==> config.mk <==
export PLATFORM = sky130hd
export DESIGN_NAME = mem_responder
export DESIGN_NICKNAME = d
export VERILOG_FILES = /design/src/rtl/mem_responder.sv
export SDC_FILE = /design/constraint.sdc
export NUM_CORES = 1
export LEC_CHECK = 0
export ABC_AREA = 1
export CAP_MARGIN = 15
export CELL_PAD_IN_SITES_DETAIL_PLACEMENT = 1
export CELL_PAD_IN_SITES_GLOBAL_PLACEMENT = 1
export CORE_AREA = 4 4 91 93
export DETAILED_ROUTE_END_ITERATION = 12
export DIE_AREA = 0 0 95 97
export DONT_BUFFER_PORTS = 1
export PLACE_DENSITY_LB_ADDON = 0.15
export SLEW_MARGIN = 20
export SYNTH_ARGS = -nofsm -noshare
export SYNTH_HDL_FRONTEND = slang
export SYNTH_SLANG_ARGS = --single-unit
==> constraint.sdc <==
create_clock -name Clk -period 3.41 [get_ports Clk]
set_input_delay 0.682 -clock Clk [delete_from_list [all_inputs] [get_ports Clk]]
set_output_delay 0.682 -clock Clk [all_outputs]
set_load 0.005 [all_outputs]
==> src/rtl/mem_responder.sv <==
// Memory-side responder for the CPU MAR/MDR bus: one request at a time, driving async SRAM strobes.
// Latency: accept edge k -> R high in cycle k+WAIT_CYCLES+1 (WAIT_CYCLES strobe cycles, then R cycle).
// Backpressure: a held MEM_EN is serviced once; HOLD waits for MEM_EN=0 before accepting again.
// Optional MMIO_HEX_EN: MMIO_ADDR maps to Switches (read) / HEX_out (write) with no SRAM strobes.
module mem_responder #(
  parameter int          WAIT_CYCLES = 2,
  parameter int          SRAM_AW     = 20,
  parameter logic [15:0] MMIO_ADDR   = 16'hFFFF
) (
  input  logic               Clk,
  input  logic               Reset,
  input  logic               MEM_EN,
  input  logic               WE,
  input  logic [15:0]        ADDR,
  input  logic [15:0]        Data_from_CPU,
  output logic [15:0]        Data_to_CPU,
  output logic               R,
  output logic [SRAM_AW-1:0] SRAM_ADDR,
  output logic               SRAM_CE_N,
  output logic               SRAM_OE_N,
  output logic               SRAM_WE_N,
  output logic [15:0]        SRAM_DQ_out,
  output logic               SRAM_DQ_oe,
  input  logic [15:0]        SRAM_DQ_in,
  input  logic [15:0]        Switches,
  output logic [15:0]        HEX_out
);

  typedef enum logic [1:0] {IDLE, ACCESS, RESP, HOLD} state_t;

  state_t      state, state_nxt;
  logic [3:0]  cnt, cnt_nxt;
  logic        we_q, we_nxt;
  logic        mmio_q, mmio_nxt;
  logic [15:0] addr_q, addr_nxt;
  logic [15:0] data_q, data_nxt;
  logic [15:0] rd_q;
  logic        ce_n_q, oe_n_q, we_n_q, dq_oe_q, r_q;
  logic        ce_n_nxt, oe_n_nxt, we_n_nxt, dq_oe_nxt, r_nxt;
  logic        sram_cyc;
  logic        is_mmio;
  logic [15:0] rd_src;

`ifdef MMIO_HEX_EN
  assign is_mmio = (ADDR == MMIO_ADDR);
  assign rd_src  = mmio_q ? Switches : SRAM_DQ_in;
`else
  // I/O word is ordinary SRAM in this build; the switch inputs are left unused.
  logic unused_io;
  assign unused_io = ^{Switches, MMIO_ADDR};
  assign is_mmio   = 1'b0;
  assign rd_src    = SRAM_DQ_in;
`endif

  // Next-state, request latch and next strobe values (strobes are decoded from the next state so they can be registered).
  always_comb begin
    state_nxt = state;
    cnt_nxt   = cnt;
    we_nxt    = we_q;
    mmio_nxt  = mmio_q;
    addr_nxt  = addr_q;
    data_nxt  = data_q;
    case (state)
      IDLE: begin
        if (MEM_EN) begin
          state_nxt = ACCESS;
          cnt_nxt   = 4'(WAIT_CYCLES - 1);
          we_nxt    = WE;
          mmio_nxt  = is_mmio;
          addr_nxt  = ADDR;
          data_nxt  = Data_from_CPU;
        end
      end
      ACCESS: begin
        if (cnt == 4'd0) state_nxt = RESP;
        else             cnt_nxt   = cnt - 4'd1;
      end
      RESP:    state_nxt = HOLD;
      HOLD:    if (!MEM_EN) state_nxt = IDLE;
      default: state_nxt = IDLE;
    endcase
    sram_cyc  = (state_nxt == ACCESS) && !mmio_nxt;
    ce_n_nxt  = !sram_cyc;
    oe_n_nxt  = !(sram_cyc && !we_nxt);
    we_n_nxt  = !(sram_cyc && we_nxt);
    dq_oe_nxt = sram_cyc && we_nxt;
    r_nxt     = (state_nxt == RESP);
  end

  // State, request latch and registered strobes; reset aborts any access in flight.
  always_ff @(posedge Clk or negedge Reset) begin
    if (!Reset) begin
      state   <= IDLE;
      cnt     <= 4'd0;
      we_q    <= 1'b0;
      mmio_q  <= 1'b0;
      addr_q  <= 16'd0;
      data_q  <= 16'd0;
      ce_n_q  <= 1'b1;
      oe_n_q  <= 1'b1;
      we_n_q  <= 1'b1;
      dq_oe_q <= 1'b0;
      r_q     <= 1'b0;
    end else begin
      state   <= state_nxt;
      cnt     <= cnt_nxt;
      we_q    <= we_nxt;
      mmio_q  <= mmio_nxt;
      addr_q  <= addr_nxt;
      data_q  <= data_nxt;
      ce_n_q  <= ce_n_nxt;
      oe_n_q  <= oe_n_nxt;
      we_n_q  <= we_n_nxt;
      dq_oe_q <= dq_oe_nxt;
      r_q     <= r_nxt;
    end
  end

  // Read data is captured on the last strobe cycle and held until the next read completes.
  always_ff @(posedge Clk or negedge Reset) begin
    if (!Reset)                                      rd_q <= 16'd0;
    else if (state == ACCESS && cnt == 4'd0 && !we_q) rd_q <= rd_src;
  end

`ifdef MMIO_HEX_EN
  logic [15:0] hex_q;
  // The hex display register loads from the latched write data during the response cycle.
  always_ff @(posedge Clk or negedge Reset) begin
    if (!Reset)                            hex_q <= 16'd0;
    else if (state == RESP && we_q && mmio_q) hex_q <= data_q;
  end
  assign HEX_out = hex_q;
`else
  assign HEX_out = 16'd0;
`endif

  assign Data_to_CPU = rd_q;
  assign R           = r_q;
  assign SRAM_ADDR   = {{(SRAM_AW-16){1'b0}}, addr_q};
  assign SRAM_CE_N   = ce_n_q;
  assign SRAM_OE_N   = oe_n_q;
  assign SRAM_WE_N   = we_n_q;
  assign SRAM_DQ_out = data_q;
  assign SRAM_DQ_oe  = dq_oe_q;

endmodule

== Word-level counts from Yosys, hierarchy flattened ==
Cells that the tools add are included.
W data, S select, Z words.
Cells by class
  add/subtract/negate cells: 1
  eq/ne operators: 7
  multiplexer cells: 11
  reduce and logical (&&, ||, !) cells: 16
Operators by type and width (count)
  $mux W4: 2
  $pmux W2 S4: 1
  $pmux W4 S2: 1
  $eq A2 B2 Y1 const B: 3
  $logic_not A1 Y1: 6
  $mux W2: 3
  $logic_and A1 B1 Y1: 5
  $eq A2 B1 Y1 const B: 2
  $logic_not A4 Y1: 1
  $mux W1: 4
  $ne A2 B2 Y1 const B: 2
  $sub A4 B1 Y4 const B: 1
  $reduce_and A3 Y1: 1
  $logic_not A2 Y1: 1
  $reduce_and A2 Y1: 1
  $reduce_bool A2 Y1: 1
Storage, ports and cells
  register bits: 61
  input port bits: 68
  output and inout port bits: 73
  word-level logic and storage cells: 47

== Logic depth before layout (Yosys ltp) ==
  word-level depth: 7
  gate-level depth with buffers: 8
  gate-level depth less buffers: 8

== Least setup slack after synthesis ==
No wires, ideal clock.
  path type: register to register
  from: register cnt[0]
  to: register rd_q[0], in the netlist Data_to_CPU[0]
  library setup time: 117 ps
  arrival time: 1218 ps
  data required time: 3293 ps
  slack: 2076 ps
  stages on the path, launching flop included: 9
  path buffers: 1
  period minus slack after synthesis: 1334 ps
  cells stage by stage: dfrtp_1 inv_1 ha_1 nand2_2 nor2_8 nand2_4 buf_6 nand2_1 nand2_1
Between the ends
  cells in the longest elaborated chain, start to end: 3
RTL lines
  start: declaration: RTL line 32  | logic [3:0] cnt, cnt_nxt;
  start signal: assignment: RTL line 106  | cnt <= cnt_nxt;
  $logic_not A4 Y1: RTL line 122  | else if (state == ACCESS && cnt == 4'd0 && !we_q) rd_q <= rd_src;
  $logic_and A1 B1 Y1 (2 in series): RTL line 122
  end signal: assignment: RTL line 122
  end: declaration: RTL line 37  | logic [15:0] rd_q;
No other way between the ends.
A chain may end at the register's enable or synchronous reset.

== Final worst setup path ==
  from: register state[1]
  to: register we_n_q, in the netlist SRAM_WE_N
Between the ends
  cells in the longest elaborated chain, start to end: 6
  elaborated cells on any way between the ends: 15
  those cells by class: eq/ne (4); mux (6); reduce/logical (5)
RTL lines
  start: declaration: RTL line 31  | state_t state, state_nxt;
  start signal: assignment: RTL line 105  | state <= state_nxt;
  $eq A2 B2 Y1, or another cell as far along: RTL line 63  | case (state)
  $pmux W2 S4 or $mux W1 (tied branches): RTL line 63
  $eq A2 B1 Y1 or $logic_not A1 Y1 (tied branches): RTL line 82  | sram_cyc = (state_nxt == ACCESS) && !mmio_nxt;
  $logic_and A1 B1 Y1: RTL line 82
  $logic_and A1 B1 Y1 *
  via dq_oe_nxt: RTL line 39  | logic ce_n_nxt, oe_n_nxt, we_n_nxt, dq_oe_nxt, r_nxt;
  $logic_not A1 Y1 *: RTL line 85  | we_n_nxt = !(sram_cyc && we_nxt);
  via we_n_nxt: RTL line 39
  end signal: assignment: RTL line 113  | we_n_q <= we_n_nxt;
  end: declaration: RTL line 38  | logic ce_n_q, oe_n_q, we_n_q, dq_oe_q, r_q;
The timed path passes the listed nets; every way through them passes the cells marked *.

==> summary.md <==
| Metric | Value |
|---|---|
| Status | `finished clean` |
| Share of layout cells above drive strength 1 | `approximately 9%` |
| CTS Root Cell | `clkbuf_8` |
| Drt initial violations | `68` |
| M1 wire length | `approximately 2500 µm` |
| Grt ovf | `0` |
| Global-route wire length before repair | `9380 µm` |
| Initial Util | `between 30% and 40%` |
| Largest net degree at the start of global routing | `just over 60` |
| Die Wd | `~95 µm` |
| Final GP Congestion | `slightly above 0.7` |
| Vias in the first global route | `1,876` |
| Vias after detailed routing | `1,726` |
| Worst Clk Skew | `about 5.6 ps` |
| DP Area | `roughly 0.0026 mm²` |
| Synth Cell Area | `0.00256 mm²` |
| Worst Path Required | `3670 ps` |
| Register area share after synthesis | `59.9%` |
| Gr usage total | `a little over an eighth` |
| Fmax | `approximately 590 MHz` |
| Fillers | `approximately 900` |
| Max-Cap Viols | `0` |
| Reg2Reg Setup Slack | `roughly 1700 ps` |
| Final-report max-slew violation count | `0` |
| Warnings, synthesis | `0` |
| Post_cts resized | `0` |
| Core Region | `roughly 0.0075 mm²` |
| Routed WL per cell | `around 15 µm` |
| Clock slew at reported path FFs | `about 70 ps` |
| CP Cell Sequence | `nor2_1 > nand2_1 > buf_4 > nand2_1 > nand2_1 > nor2_1 > inv_1` |
| DRT Wirelength | `~5800 µm` |
| Worst VDD drop | `around 0.00027 V` |
| DIE AREA | `approximately 0.0092 mm²` |
| Crit path capture type | `flop` |
| Antenna violations before repair | `0` |
| IO Port Bufs | `0` |
| Leakage power | `about 1.5 nW` |
| Met3 wire length | `roughly 560 µm` |
| # DRC | `0` |
| Critical path's slowest cell | `dfrtp_1` |
| DRT Pass-1 Iters | `4` |
| H-tree depth | `3` |
| RSZ-0062 raised after global routing | `false` |
| Count of cell types in the netlist | `24` |
| Synthesis-stage register bit count | `~60` |
| CP Class | `reg2reg` |
| Post-route cell area | `~0.0028 mm²` |
| Startpoint types | `flop` |
| Clock sink count | `about 60` |
| Post-DP HPWL | `4120 µm` |
| Area of the multi-input gates | `about 860 µm²` |
| Nets | `roughly 360` |
| Clk_lat worst skew | `320 ps` |
| Worst hold path class | `in2async` |
| IO Count | `141` |
| Final core utilization | `37.3%` |
| Chip Height | `between 90 and 100 µm` |
| Post-route ant nets | `0` |
| Synthesized area per cell | `roughly 9.0 µm²` |
| Worst Path Max Fanout | `25` |
| Crit-path max cell delay | `~430 ps` |
| Post-route clock period utilization | `49.3%` |
| Top sig layer | `met4` |
| TritonCTS buffer count | `9` |
| Cell family with most CP delay | `simple AND/OR/NAND/NOR gates` |
| Sequential cell area | `about 0.0015 mm²` |
| Least-Margin Pin Slew | `~550 ps` |
| CP bufs+invs | `2` |
| Pwr/cell area | `roughly 1000 mW/mm²` |
| Via/cell ratio | `roughly 4.4` |
| Mapped Cells | `between 200 and 300` |
| Worst R2R Path Depth | `7` |
| Post-CTS setup repair buffer count | `0` |
| Setup total negative slack | `0 ps` |
| Row count | `32` |
| Headroom to the max-slew limit | `between 60% and 70%` |
| Most frequent CP cell | `nand2_1` |
| Reg2reg end | `SRAM_WE_N$_DFF_PN1_` |
| Worst hold slack | `slightly below 50 ps` |
| Minimum clock period | `1680 ps` |
| Diode count | `0` |
| Max Root-Sink Buffers | `2` |
| CTS tree | `done` |
| Setup Viol. Count Final | `0` |
| Hold Fails Final Rpt | `0` |
| CTS Hold Bufs | `0` |
| Syn-to-layout area delta | `9.69%` |
| Worst r2r src | `state[1]$_DFF_PN0_` |
| Arrival @ worst endpoint | `between 1500 and 2000 ps` |
| Met2 Routed Length | `2710 µm` |
==> Yosys cell counts (all sizes together) <==
cell type  count  share of area [%]
dfrtp         58                 57
or2            1               0.24
xor2           1               0.34
nand2        144                 22
clkbuf         1               0.15
o21ai          5               0.98
buf           28                7.9
ha             2               0.98
nand3         20                3.9
conb           1               0.15
dfstp          3                3.1
inv            8                1.2
nor2           8                2.2
clkinv         1               0.15
a21oi          2               0.39
==> cells in the final DEF, fill, tap and decap left out <==
master       n
ha_1         2
bufinv_16    3
nand2_1    142
dfrtp_1     58
inv_2        1
nor2_4       1
clkbuf_8    10
inv_1        7
nor2_2       1
a21oi_1      2
conb_1      20
dfstp_2      3
o21ai_1      1
xor2_1       1
nor2_1       5
or2_2        1
buf_4        2
nand2_2      1
o21ai_0      4
nor2_8       1
nand2_4      1
clkbuf_1     2
clkinv_1     1
nand3_1     20
clkinv_2     1
==> state kept, by name, summed over array words and instances, names as in the netlist <==
name         count
SRAM_DQ_out     16
SRAM_CE_N        1
Data_to_CPU     16
SRAM_DQ_oe       1
addr_q          16
SRAM_WE_N        1
R                1
cnt              4
SRAM_OE_N        1
mmio_q           1
state            2
we_q             1
==> layout make-up <==
class | count | share of cell area (%)
sequential | 61 | 54.6
clock buffer | 12 | 5.18
multi-input combinational | 203 | 30.6
timing repair buffer | 2 | 0.535
tap | 102 | 4.55
clock inverter | 4 | 3.39
inverter | 9 | 1.20
==> per-layer routing <==
layer,vias to the layer above,global-route usage [%]
li1,833,-
met1,812,15.6
met2,72,20.9
met3,9,4.82
met4,0,5.99
met5,-,0
==> where the power goes <==
group	leakage [nW]	internal, W	total, W	switching [W]
logic	0.635	0.000235	0.000716	0.000480
registers	0.750	0.00108	0.00135	0.000270
clock network	0.121	0.000505	0.000774	0.000269
total	1.51	0.00182	0.00284	0.00102
==> kinds of logic after synthesis <==
| kind of cell | after synthesis | synth area share [%] |
|---|---|---|
| compound gates | 7 | 1.37 |
| xor+xnor | 1 | 0.343 |
| fa+ha+maj | 2 | 0.979 |
| buf+inv | 38 | 9.40 |
| flops | 61 | 59.9 |
| other cells | 1 | 0.147 |
| simple gates | 173 | 27.9 |
==> stage by stage <==
stage               power (W)  setup slack (ps)  instances
global route          0.00309              1580        393
detailed placement    0.00211              1530        377
finish                0.00284              1730        393
global placement      0.00207              1570        377
CTS                   0.00290              1690        393
floorplan             0.00190              2080        302
==> worst max path at each step <==
stage,startpoint,end,slack [ps],depth (start not counted)
2_1_floorplan,cnt[0]$_DFFE_PN0P_,Data_to_CPU[0]$_DFFE_PN0P_,2080,8
3_3_place_gp,MEM_EN,SRAM_DQ_oe$_DFF_PN0_,1570,5
3_5_place_dp,MEM_EN,SRAM_DQ_oe$_DFF_PN0_,1530,5
4_1_cts,state[1]$_DFF_PN0_,SRAM_WE_N$_DFF_PN1_,1690,7
5_1_grt,state[1]$_DFF_PN0_,SRAM_WE_N$_DFF_PN1_,1580,7
6_report,state[1]$_DFF_PN0_,SRAM_WE_N$_DFF_PN1_,1730,7
==> worst reg2reg max path, cell delays in order, from the launching register on <==
cell and delay, ps:
dfrtp_1 430, nor2_1 130, nand2_1 280, buf_4 350
nand2_1 150, nand2_1 80, nor2_1 130, inv_1 60
No activity file was read; power rests on OpenSTA's default activity.
